`config.mk`:
```
export PLATFORM = sky130hd
export DESIGN_NAME = vblank_update_scheduler
export DESIGN_NICKNAME = d
export VERILOG_FILES = /design/src/rtl/vblank_update_scheduler_pkg.sv /design/src/rtl/vblank_update_scheduler_vline_event_det.sv /design/src/rtl/vblank_update_scheduler.sv
export SDC_FILE = /design/constraint.sdc
export NUM_CORES = 1
export LEC_CHECK = 0
export CORE_MARGIN = 1
export CORE_UTILIZATION = 45
export DETAILED_ROUTE_END_ITERATION = 12
export HOLD_SLACK_MARGIN = 0.06
export PLACE_DENSITY = 0.72
export SLEW_MARGIN = 20
export SYNTH_ARGS = -nofsm -noshare
export SYNTH_HDL_FRONTEND = slang
export SYNTH_SLANG_ARGS = --single-unit
```
`constraint.sdc`:
```
create_clock -name clk -period 2.5 [get_ports clk]
set_input_delay 0.5 -clock clk [delete_from_list [all_inputs] [get_ports clk]]
set_output_delay 0.5 -clock clk [all_outputs]
set_load 0.1 [all_outputs]
```
`src/rtl/vblank_update_scheduler_pkg.sv`:
```
// Shared types and screen constants for the vertical-blanking update scheduler
// and the video blocks around it.
package vblank_update_scheduler_pkg;

    typedef enum logic [2:0] {
        ST_IDLE   = 3'd0,
        ST_START  = 3'd1,
        ST_WAIT   = 3'd2,
        ST_NEXT   = 3'd3,
        ST_COMMIT = 3'd4
    } sched_state_t;

    localparam int Y_W          = 10;
    localparam int SCR_V_ACTIVE = 480;
    localparam int SCR_V_TOTAL  = 525;
    localparam int SCR_H_ACTIVE = 640;

endpackage

```
`src/rtl/vblank_update_scheduler_vline_event_det.sv`:
```
// Detects the first cycle of vertical blanking (line V_ACTIVE) and the first
// cycle of a new frame (line 0) from the raw line counter.
module vline_event_det
    import vblank_update_scheduler_pkg::*;
#(
    parameter int V_ACTIVE = SCR_V_ACTIVE
) (
    input  logic           clk,
    input  logic           reset,
    input  logic [Y_W-1:0] pixel_y,
    output logic           vb_start,
    output logic           vb_end
);

    logic [Y_W-1:0] y_q;

    always_ff @(posedge clk or posedge reset) begin
        if (reset) y_q <= '0;
        else       y_q <= pixel_y;
    end

    // Edge of the line value, so a line held for many cycles fires only once.
    assign vb_start = (pixel_y == Y_W'(V_ACTIVE)) && (y_q != Y_W'(V_ACTIVE));
    assign vb_end   = (pixel_y == '0) && (y_q != '0);

endmodule

```
`src/rtl/vblank_update_scheduler.sv`:
```
// Grants each game-logic update unit a start/done slot in fixed order during
// vertical blanking, then pulses commit so video_gen latches the new frame state.
module vblank_update_scheduler
    import vblank_update_scheduler_pkg::*;
#(
    parameter int N_UNITS  = 4,
    parameter int V_ACTIVE = SCR_V_ACTIVE,
    parameter int TIMEOUT  = 4096,
    parameter int FRAME_W  = 16
) (
    input  logic               clk,
    input  logic               reset,
    input  logic [Y_W-1:0]     pixel_y,
    input  logic               enable,
    input  logic [N_UNITS-1:0] unit_en,
    input  logic [N_UNITS-1:0] upd_done,
    input  logic               clear_flags,
    output logic [N_UNITS-1:0] upd_start,
    output logic               busy,
    output logic               commit,
    output logic               overrun_flag,
    output logic [N_UNITS-1:0] timeout_flags,
    output logic [FRAME_W-1:0] frame_count,
    output sched_state_t       state_dbg
);

    localparam int IDX_W = (N_UNITS > 1) ? $clog2(N_UNITS) : 1;
    localparam int TMR_W = $clog2(TIMEOUT) + 1;

    sched_state_t     state;
    logic [IDX_W-1:0] idx;
    logic [IDX_W-1:0] idx_nxt;
    logic [TMR_W-1:0] timer;
    logic             vb_start;
    logic             vb_end;

    vline_event_det #(.V_ACTIVE(V_ACTIVE)) u_vline_event_det (
        .clk      (clk),
        .reset    (reset),
        .pixel_y  (pixel_y),
        .vb_start (vb_start),
        .vb_end   (vb_end)
    );

    assign idx_nxt   = idx + IDX_W'(1);
    assign state_dbg = state;

    // Handshake: upd_start[i] is a 1-cycle grant; the unit owns its slot until it
    // raises upd_done[i] (level or pulse, only sampled while unit i is in WAIT)
    // or the slot times out. upd_start is issued on entry to START, so the START
    // state decides WAIT vs NEXT from the pulse it is currently driving.
    always_ff @(posedge clk or posedge reset) begin
        if (reset) begin
            state         <= ST_IDLE;
            idx           <= '0;
            timer         <= '0;
            upd_start     <= '0;
            busy          <= 1'b0;
            commit        <= 1'b0;
            overrun_flag  <= 1'b0;
            timeout_flags <= '0;
            frame_count   <= '0;
        end else begin
            upd_start <= '0;
            commit    <= 1'b0;
            if (clear_flags) begin
                overrun_flag  <= 1'b0;
                timeout_flags <= '0;
            end
            // Active video returned before commit: drop the frame.
            if (vb_end && (state inside {ST_START, ST_WAIT, ST_NEXT})) begin
                state        <= ST_IDLE;
                busy         <= 1'b0;
                overrun_flag <= 1'b1;
            end else begin
                case (state)
                    ST_IDLE: begin
                        if (vb_start && enable) begin
                            idx       <= '0;
                            state     <= ST_START;
                            busy      <= 1'b1;
                            upd_start <= N_UNITS'(unit_en[0]);
                        end
                    end
                    ST_START: begin
                        timer <= '0;
                        state <= upd_start[idx] ? ST_WAIT : ST_NEXT;
                    end
                    ST_WAIT: begin
                        if (timer != '1) timer <= timer + TMR_W'(1);
                        if (upd_done[idx]) begin
                            state <= ST_NEXT;
                        end else if (timer == TMR_W'(TIMEOUT - 1)) begin
                            timeout_flags[idx] <= 1'b1;
                            state              <= ST_NEXT;
                        end
                    end
                    ST_NEXT: begin
                        if (idx == IDX_W'(N_UNITS - 1)) begin
                            state  <= ST_COMMIT;
                            commit <= 1'b1;
                        end else begin
                            idx       <= idx_nxt;
                            state     <= ST_START;
                            upd_start <= unit_en[idx_nxt] ? (N_UNITS'(1) << idx_nxt) : '0;
                        end
                    end
                    ST_COMMIT: begin
                        frame_count <= frame_count + FRAME_W'(1);
                        state       <= ST_IDLE;
                        busy        <= 1'b0;
                    end
                    default: begin
                        state <= ST_IDLE;
                        busy  <= 1'b0;
                    end
                endcase
            end
        end
    end

endmodule
```
==> impl_metrics.py <==
metrics = {
    "status": {
        "status": "complete, no violations",
    },
    "grt": {
        "grt_pass1_wl_um": 9040,
        "grt.overflow.total": 0,
        "antenna_found_initial": 0,
        "grt_max_degree": 33,
        "grt_use_total": 0.188,
        "grt_pass1_vias": 1903,
    },
    "pwr": {
        "ir_drop_mv": 0.651,
        "power_density_mw_per_mm2": 850,
        "p_leak_nw": 1.55,
        "total_power_w": 0.00282,
    },
    "synth": {
        "synth_warnings": 0,
        "synth-seq-cells": 55,
        "synthSimpleGateAreaFrac": 0.222,
        "synth_top_area_cell": "dfrtp_1",
        "synth-xor-area-share": 0.0534,
        "synthAdderAreaFrac": 0.0286,
        "yosysMostFrequentCell": "dfrtp_1",
        "synth_fp_nets": 265,
        "postSynthAreaPerCell_sq_um": 11.1,
        "muxShareOfSynthArea": 0.0386,
        "netlist_instances": 237,
        "synth.top_cell.area_share": 0.524,
        "synth-compound-area-share": 0.105,
        "async_flop_share": 1.00,
        "synthFlopType": "dfrtp_1",
        "synth_edf_count": 0,
        "synth_cell_types": 47,
        "synth.top_cells.by_count": "dfrtp_1, nor2_1, nand2_1, nand3_1, xnor2_1",
        "synth_top_family_by_area": "simple AND/OR/NAND/NOR gates",
        "synth_seq_area_share": 0.524,
        "synth_area_sq_mm": 0.00263,
        "synth_area_leaders": "dfrtp_1, xnor2_1, ha_1",
    },
    "routing": {
        "post_drt_wl_per_cell_um": 14.2,
        "via_per_inst": 5.41,
        "drtIter0Drc": 74,
        "ant_nets": 0,
        "vias": 2012,
        "wirelength_um": 5290,
        "drcViolationCount": 0,
        "dr.pass1.iters": 4,
    },
    "worst_setup_path": {
        "cp_data_arrival_time_ns": 2.51,
        "critPathCaptureType": "flip-flop",
        "path_class": "flip-flop to flip-flop",
        "critPathMaxStageDelay_ns": 0.55,
        "worstSetupStartpoint": "u_vline_event_det.y_q[1]",
        "crit_end": "timer[5]",
        "cpMaxStageDelayCell": "or4_4",
        "start_kind": "flip-flop",
        "rr_startpoint": "u_vline_event_det.y_q[1]",
        "cp.required_ns": 2.69,
        "crit_path_max_fanout": 12,
        "r2r_cells": 6,
        "crit_chain": "or4_4, nor4_4, nor4_2, buf_4, or2_4, a221o_1",
        "r2r-end": "timer[5]",
        "r2r_slack_ns": 0.17,
    },
    "die": {
        "std_cell_rows": 27,
        "die_h_um": 78.4,
        "die_width_um": 78.4,
        "core_area_sq_mm": 0.00557,
        "initial_core_util": 0.471,
        "io_pins": 52,
        "dieArea_sq_mm": 0.00615,
    },
    "clocking": {
        "clock-sinks": 55,
        "cts_tree": "built",
        "clk_path_buf_depth": 2,
        "ctsResizeCount": 0,
        "postCtsHoldBufs": 0,
        "cts_setup_buffers": 0,
        "htreeDepth": 2,
        "clock_latency_ns": 0.30,
        "cts-root-buf": "clkbuf_8",
        "cts_made_buffers": 5,
        "clk_pin_slew_ns": 0.09,
    },
    "cells_and_area": {
        "final_cell_area_sq_mm": 0.00332,
        "fill_cells": 497,
        "post-route-util": 0.596,
        "drive_gt1_frac": 0.223,
        "nets": 327,
        "area_delta_synth_final_pct": 26.5,
        "antennaDiodeCount": 0,
    },
    "timing": {
        "setup_viol": 0,
        "max_freq_mhz": 430,
        "rsz0062_at_grt": "false",
        "timing.final.crit_share": 0.931,
        "finalClockSkew_ns": 0.00882,
        "timing.final.hold_violations": 0,
        "slew_violations": 0,
        "slew_headroom": 0.594,
        "worst_pin_slew_ns": 0.608,
        "fin_crit_ns": 2.33,
    },
    "placed_design": {
        "globalplace.congestion": 0.774,
        "placed_area_sq_mm": 0.00322,
        "io_buffer_count": 51,
        "dp_hpwl_um": 4010,
    },
    "job": {
        "maxCapViolations": 0,
    },
    "worst_hold_path": {
        "hold_path_class": "flip-flop to flip-flop",
    },
}
cells in the final DEF, fill, tap and decap left out, types with 7 or more instances in the layout:
| cell | instances |
|---|---|
| dfrtp_1 | 54 |
| nor4_1 | 8 |
| inv_1 | 8 |
| clkdlybuf4s50_1 | 21 |
| clkbuf_8 | 7 |
| nand2_1 | 16 |
| nand3_1 | 14 |
| nor2_1 | 17 |
| nor3_1 | 7 |
| xnor2_1 | 12 |
| buf_4 | 41 |
worst min-delay path by stage:
stage / startpoint / end / slack (ns) / cells past startpoint
3_5_place_dp: overrun_flag / overrun_flag / 0.48 / 1
6_report: frame_count[15] / frame_count[15] / 0.49 / 1
3_3_place_gp: frame_count[15] / frame_count[15] / 0.46 / 1
2_1_floorplan: timer[9] / timer[9] / 0.50 / 1
5_1_grt: frame_count[15] / frame_count[15] / 0.51 / 1
4_1_cts: frame_count[15] / frame_count[15] / 0.50 / 1
report_power, final:
| part | total [W] | switching (W) | internal [W] |
|---|---|---|---|
| Sequential | 0.00111 | 0.000120 | 0.000986 |
| Clock | 0.000529 | 0.000277 | 0.000252 |
| Combinational | 0.00119 | 0.000795 | 0.000394 |
logic make-up after synthesis:
logic type / count (synthesis)
xor gates and xnor gates: 16
buffers and inverters: 17
DFF: 55
muxes: 6
and+or+nand+nor: 103
adders and majority gates: 6
AOI/OAI and AO/OA: 34
sequential cells by signal, indices dropped and copies added, names as in the netlist:
| register | cells |
|---|---|
| frame_count | 16 |
| timer | 13 |
| u_vline_event_det.y_q | 10 |
| timeout_flags | 4 |
| upd_start | 4 |
| state_dbg | 3 |
| idx | 2 |
| busy | 1 |
| commit | 1 |
| overrun_flag | 1 |
stage by stage:
step	instances	setup slack [ns]	setup TNS (ns)	hold slack (ns)
6_report	372	0.173	0	0.493
5_1_grt	372	0.0660	0	0.510
4_1_cts	372	0.152	0	0.499
3_5_place_dp	364	-0.0324	-0.0672	0.477
3_3_place_gp	364	0.0152	0	0.462
2_1_floorplan	237	0.0148	0	0.496
critical path, delay by kind of cell, from the launching register on:
family | cells | cell delay, ns
AO/OA/AOI/OAI | 1 | 0.37
AND/OR/NAND/NOR | 4 | 1.28
buffers and inverters | 1 | 0.19
flip-flops | 1 | 0.37
final cells by class:
| class | count | area, sq um | area share |
|---|---|---|---|
| tap | 72 | 90.1 | 0.0271 |
| clock buffer | 7 | 96.3 | 0.0290 |
| timing repair buffer | 63 | 538 | 0.162 |
| multi-input combinational | 165 | 1180 | 0.355 |
| inverter | 9 | 33.8 | 0.0102 |
| sequential | 55 | 1380 | 0.415 |
| clock inverter | 1 | 7.51 | 0.00226 |
routing by layer:
layer  up-vias  GRT usage  part of all wire
met5         -          0                 0
met4         0     0.0500             0.010
met3         5     0.0407             0.032
met2        37      0.300              0.47
met1       977      0.258              0.49
li1        993          -                 -
(Power assumes the default switching activity.)
